## config.mk

```make
export PLATFORM = sky130hd
export DESIGN_NAME = mem_bus_responder
export DESIGN_NICKNAME = d
export VERILOG_FILES = /design/src/rtl/mem_bus_responder.sv
export SDC_FILE = /design/constraint.sdc
export NUM_CORES = 1
export LEC_CHECK = 0
export CORE_MARGIN = 4
export CORE_UTILIZATION = 40
export DETAILED_ROUTE_END_ITERATION = 7
export PLACE_DENSITY = 0.78
export SLEW_MARGIN = 30
export SYNTH_ARGS = -nofsm -noshare
export SYNTH_HDL_FRONTEND = slang
export SYNTH_SLANG_ARGS = --single-unit
```

## constraint.sdc

```tcl
create_clock -name clk -period 1.85 [get_ports clk]
set_input_delay 0.2775 -clock clk [delete_from_list [all_inputs] [get_ports clk]]
set_output_delay 0.2775 -clock clk [all_outputs]
set_load 0.1 [all_outputs]
```

## src/rtl/mem_bus_responder.sv

```systemverilog
// mem_bus_responder: SRAM-side responder for stage-2 bus requests with programmable wait states.
// Optional feature: define RESP_TIMEOUT_EN to force release of DONE after TIMEOUT cycles without mem_ack.
module mem_bus_responder #(
  parameter int WIDTH       = 8,
  parameter int ADDR_WIDTH  = 16,
  parameter int WAIT_STATES = 2,
  parameter int TIMEOUT     = 32
) (
  input  logic                  clk,
  input  logic                  reset,
  input  logic                  mem_assert_main,
  input  logic                  mem_load_main,
  input  logic                  mem_ack,
  input  logic [ADDR_WIDTH-1:0] addr_in,
  input  logic [WIDTH-1:0]      bus_in,
  output logic [WIDTH-1:0]      bus_out,
  output logic                  bus_out_en,
  output logic                  ready,
  output logic                  stall,
  output logic                  bus_error,
  output logic [ADDR_WIDTH-1:0] sram_addr,
  output logic [WIDTH-1:0]      sram_wdata,
  input  logic [WIDTH-1:0]      sram_rdata,
  output logic                  sram_oe,
  output logic                  sram_we
);

  // Handshake: a lone read or write request is accepted only in IDLE; ready (and bus_out_en
  // for reads) then stays high until mem_ack is sampled, and both drop on the following cycle.
  typedef enum logic [1:0] {S_IDLE, S_SETUP, S_WAIT, S_DONE} state_t;

  localparam logic [3:0] WS_CNT = 4'(WAIT_STATES);

  state_t     state, next_state;
  logic [3:0] wait_cnt;
  logic       is_read;
  logic       timeout;

`ifdef RESP_TIMEOUT_EN
  localparam int TW = $clog2(TIMEOUT + 1);
  logic [TW-1:0] timer;
  assign timeout = (state == S_DONE) && !mem_ack && (timer == TW'(TIMEOUT - 1));
`else
  // Without the feature DONE is only left on mem_ack or reset.
  assign timeout = (TIMEOUT < 0);
`endif

  always_ff @(posedge clk) begin
    if (reset) begin
      state      <= S_IDLE;
      wait_cnt   <= '0;
      is_read    <= 1'b0;
      sram_addr  <= '0;
      sram_wdata <= '0;
      bus_out    <= '0;
      bus_error  <= 1'b0;
`ifdef RESP_TIMEOUT_EN
      timer      <= '0;
`endif
    end else begin
      state     <= next_state;
      bus_error <= 1'b0;
      case (state)
        S_IDLE: begin
          if (mem_assert_main ^ mem_load_main) begin
            is_read    <= mem_assert_main;
            sram_addr  <= addr_in;
            sram_wdata <= bus_in;
          end
          if (mem_assert_main && mem_load_main) bus_error <= 1'b1;
        end
        S_SETUP: wait_cnt <= WS_CNT;
        S_WAIT: begin
          if (wait_cnt == 4'd0) begin
            if (is_read) bus_out <= sram_rdata;
          end else begin
            wait_cnt <= wait_cnt - 1'b1;
          end
        end
        default: ;
      endcase
`ifdef RESP_TIMEOUT_EN
      if (state != S_DONE || mem_ack || timeout) timer <= '0;
      else timer <= timer + 1'b1;
      if (timeout) bus_error <= 1'b1;
`endif
    end
  end

  always_comb begin
    next_state = state;
    case (state)
      S_IDLE:  if (mem_assert_main ^ mem_load_main) next_state = S_SETUP;
      S_SETUP: next_state = S_WAIT;
      S_WAIT:  if (wait_cnt == 4'd0) next_state = S_DONE;
      S_DONE:  if (mem_ack || timeout) next_state = S_IDLE;
      default: next_state = S_IDLE;
    endcase
  end

  // Write strobe is withheld in SETUP so address and data settle before sram_we rises.
  always_comb begin
    stall      = 1'b0;
    ready      = 1'b0;
    bus_out_en = 1'b0;
    sram_oe    = 1'b0;
    sram_we    = 1'b0;
    case (state)
      S_SETUP: begin
        stall   = 1'b1;
        sram_oe = is_read;
      end
      S_WAIT: begin
        stall   = 1'b1;
        sram_oe = is_read;
        sram_we = !is_read;
      end
      S_DONE: begin
        ready      = 1'b1;
        bus_out_en = is_read;
      end
      default: ;
    endcase
  end

endmodule
```

# Yosys cells after proc, flatten, opt, wreduce, memory -nomap -nowiden
# Index checks and enable logic that the tools add are counted.
# totals
regBits,40
in_bits,37
word_cells,40
# op_classes
add_sub_neg,1
eq_ne,7
mux,12
n_bitwise,2
reduce_logical,11
# op_table
cell,count
$ne A2 B2 Y1 const B,4
$pmux W2 S4,1
$pmux W4 S2,1
$mux W1,6
$mux W2,3
$reduce_and A3 Y1,2
$eq A2 B2 Y1 const B,2
$logic_not A4 Y1,1
$mux W4,1
$reduce_and A2 Y1,2
$reduce_or A2 Y1,2
$sub A4 B1 Y4 const B,1
$eq A2 B1 Y1 const B,1
$logic_not A2 Y1,1
$reduce_bool A2 Y1,1
$logic_and A1 B1 Y1,1
$logic_not A1 Y1,1
$not A1 Y1,1
$xor A1 B1 Y1,1

# Logic depth before layout (Yosys ltp)
# depth
word_depth,3
depth_mapped,7
mapped_depth_nobuf,5

# Worst setup path after synthesis
# OpenSTA, ideal clock, no wires.
# synth_timing
kind,register to output
from,register state[0]
to,output port sram_we
t_arrival_ns,2.266
required_time_ns,1.572
setup_slack_ns,-0.693
path_stages_with_launch,5
n_path_buf,1
path_cell_list,dfxtp_1 inv_1 ha_1 clkbuf_1 nor2b_1
# synth_via
elab_chain_cells,2
# synth_rtl
item,line_no,text
"start, declared",34,"state_t state, next_state;"
"start signal, assigned",61,state <= next_state;
$eq A2 B2 Y1,108,case (state)
$mux W1,108,
"end, declared",25,output logic sram_we
# No other way between the ends.

# Final worst setup path
# layout_timing
from,register state[1]
to,output port sram_oe
# layout_via
elab_chain_cells,3
word_cells_on_any_way,4
# layout_rtl
item,line_no,text
$eq A2 B2 Y1 / $eq A2 B1 Y1 (equally long branches),108,
$reduce_or A2 Y1 (no line) *,--,
$mux W1 *,108,
"end, declared",24,"output logic sram_oe,"
# Every way passes the cells marked *; elsewhere a longest branch is shown, timed or not.

==> impl_metrics.yaml <==
timing:
  slew_violations: 0
  fin_skew_ns: 0.00942
  hold_viol: 0
  worst_slack_ns: 0.0935
  slew_headroom: 0.671
  period_needed_ns: 1.76
  worstMarginPinSlew_ns: 0.491
  rsz0062_at_grt: "false"
  fmax_mhz: 569
  finalCritPeriodShare: 0.949
  whs_ns: 0.455
  setup_viol: 0
power_and_ir_drop:
  finalPower_mw: 4.07
  leakage_nw: 1.03
  peakVddDrop_v: 0.000803
  power_density_nw_per_um2: 1600
routing:
  wl_per_cell_um: 13.0
  drtIter0Drc: 84
  vias: 1577
  drc: 0
  drt_pass1_iterations: 4
  drt-vias-per-instance: 4.94
  totalWireLength_um: 4140
  ant_nets: 0
clocking:
  hold_buffers: 0
  clkLatencyLatePin_ns: 0.30
  cts.sink_count: 40
  h-tree-depth: 2
  clk_path_buf_depth: 2
  cts_buffers: 5
  root_buffer: "clkbuf_8"
  cts_tree: "done"
  clk_pin_slew_ns: 0.09
global_routing:
  antenna_found_initial: 0
  grt_max_degree: 42
  first_global_vias: 1443
  grt_use_total: 0.158
  overflow: 0
  grt_pass1_wl_um: 6550
synthesis:
  syn_inst: 195
  yosysWarnings: 0
  yosys_register_bits: 40
  syn_avg_cell_area_sq_um: 8.31
  seq_area_frac_synth: 0.494
  syn-num-nets: 240
  synth_cell_types: 24
  syn_area_sq_um: 1620
critical_path:
  crit_path_start_kind: "flop"
  worstPathRequired_ns: 1.57
  cp_max_fo: 4
  r2r_end: "state[0]"
  rrSetupSlack_ns: 0.13
  worstRegToRegCells: 5
  worst-setup-path-type: "flop to output pin"
  cp-end-kind: "output pin"
  rr_startpoint: "wait_cnt[0]"
  critPathArrivalTime_ns: 1.48
floorplanning:
  start_util: 0.427
  die-area_sq_um: 5130
  rows: 22
  die_w_um: 71.6
  core_sq_um: 3800
  chipHeight_um: 71.6
  boundaryPins: 75
status:
  status: "finished, final reports clean"
hold_path:
  hold_class: "flop to flop"
  min_path_cells: 2
  min_to: "sram_addr[5]"
  worstHoldStart: "sram_addr[5]"
placed_design:
  place_congestion: 0.769
  portBuffers: 74
  dp_hpwl_um: 2950
  post-place-ws_ns: 0.0747
layout:
  n_antenna_cell: 0
  fin_nets: 315
  drive_above_1_share: 0.225
  area_growth_pct: 56.8
  utilization: 0.669
flow_run:
  cap_violations: 0
cell usage after synthesis:
cell type / instances / area share
nor4_1: 1 / 0.0039
a21oi_1: 35 / 0.11
o21ai_0: 8 / 0.025
a211oi_1: 3 / 0.014
nand3_1: 9 / 0.028
nand2b_1: 2 / 0.0077
buf_1: 2 / 0.0046
and2_1: 4 / 0.015
or3b_4: 1 / 0.0069
nor3b_2: 1 / 0.0077
and3b_1: 1 / 0.0054
mux2i_1: 1 / 0.0062
a311oi_1: 1 / 0.0054
dfxtp_1: 40 / 0.49
inv_1: 5 / 0.012
or4b_1: 1 / 0.0062
nand3b_1: 1 / 0.0046
a21o_1: 1 / 0.0046
ha_1: 8 / 0.062
nor2b_1: 4 / 0.015
nand4_1: 1 / 0.0039
nand2_1: 52 / 0.12
a211o_1: 3 / 0.016
clkbuf_1: 10 / 0.023
sequential cells by signal, summed over array words and instances (netlist names):
signal	count
bus_error	1
bus_out	8
is_read	1
sram_addr	16
state	2
wait_cnt	4
sram_wdata	8
placed cells by master, fill, tap and decap left out:
cell type	instances
clkbuf_8	5
o21ai_0	8
inv_6	1
inv_1	4
nand2b_1	2
ha_1	6
and2_1	2
dfxtp_2	1
a21o_1	1
inv_2	1
a311oi_1	1
and2_2	1
nor4_1	1
mux2i_1	1
or3b_4	1
a211o_1	3
a21oi_1	35
nor3b_2	1
ha_2	2
nand3b_1	1
buf_12	7
nor2b_2	1
clkdlybuf4s50_1	36
bufinv_16	1
nand3_1	9
clkinvlp_4	1
buf_4	37
nor2b_1	3
and3b_1	1
dfxtp_1	39
or4b_1	1
and2_4	1
a211oi_1	3
nand2_1	52
nand4_1	1
worst max path at each step:
| stage | slack [ns] | start | endpoint |
|---|---|---|---|
| floorplan | -0.19 | state[0] | sram_we |
| global placement | 0.14 | wait_cnt[0] | state[0] |
| detailed placement | 0.07 | wait_cnt[0] | state[0] |
| CTS | 0.03 | state[0] | sram_we |
| global route | 0.007 | state[1] | sram_oe |
| finish | 0.09 | state[1] | sram_oe |
where the power goes:
part	total [mW]	switching, mW	internal (mW)
Clock	0.725	0.319	0.406
Sequential	1.10	0.0940	1.01
Combinational	2.24	1.56	0.676
Total	4.07	1.97	2.09
cells by family (layout without fill, tap and decap cells):
group                    after synthesis  in the layout  synth area share
flip-flops                            40             40             0.494
AO/OA/AOI/OAI                         51             51             0.173
buffers and inverters                 17             93            0.0394
multiplexers                           1              1           0.00618
AND/OR/NAND/NOR                       78             78             0.225
adder cells (fa/ha/maj)                8              8            0.0618
per-stage QoR:
stage | std cells | setup TNS (ns) | instance area (sq um)
after global placement | 309 | 0 | 2410
after detailed placement | 309 | 0 | 2410
after global routing | 319 | 0 | 2540
final | 319 | 0 | 2540
after CTS | 317 | 0 | 2520
after floorplan | 195 | -0.189 | 1630
worst max-delay path, stage by stage, from the launching register on:
cell     delay (ns)
dfxtp_1        0.38
inv_1          0.09
ha_2           0.38
and2_4         0.16
buf_12         0.16
timing repair:
item	in CTS	in global routing
setup endpoints to repair	0	2
resized for setup	0	2
setup buffers	0	2
layer usage:
| layer | GRT usage | up-vias | part of all wire |
|---|---|---|---|
| li1 | - | 805 | - |
| met5 | 0 | - | 0 |
| met2 | 0.262 | 57 | 0.47 |
| met3 | 0.0757 | 4 | 0.10 |
| met4 | 0.0501 | 0 | 0.0068 |
| met1 | 0.179 | 711 | 0.42 |
area by class of cell:
cell class | count | area [sq um]
fill | 338 | 1260
sequential | 40 | 802
timing repair buffer | 80 | 778
multi-input combinational | 138 | 767
clock buffer | 5 | 68.8
tap | 48 | 60.1
clock inverter | 3 | 46.3
inverter | 5 | 18.8
Note: power is estimated with default switching activity, not from simulation.
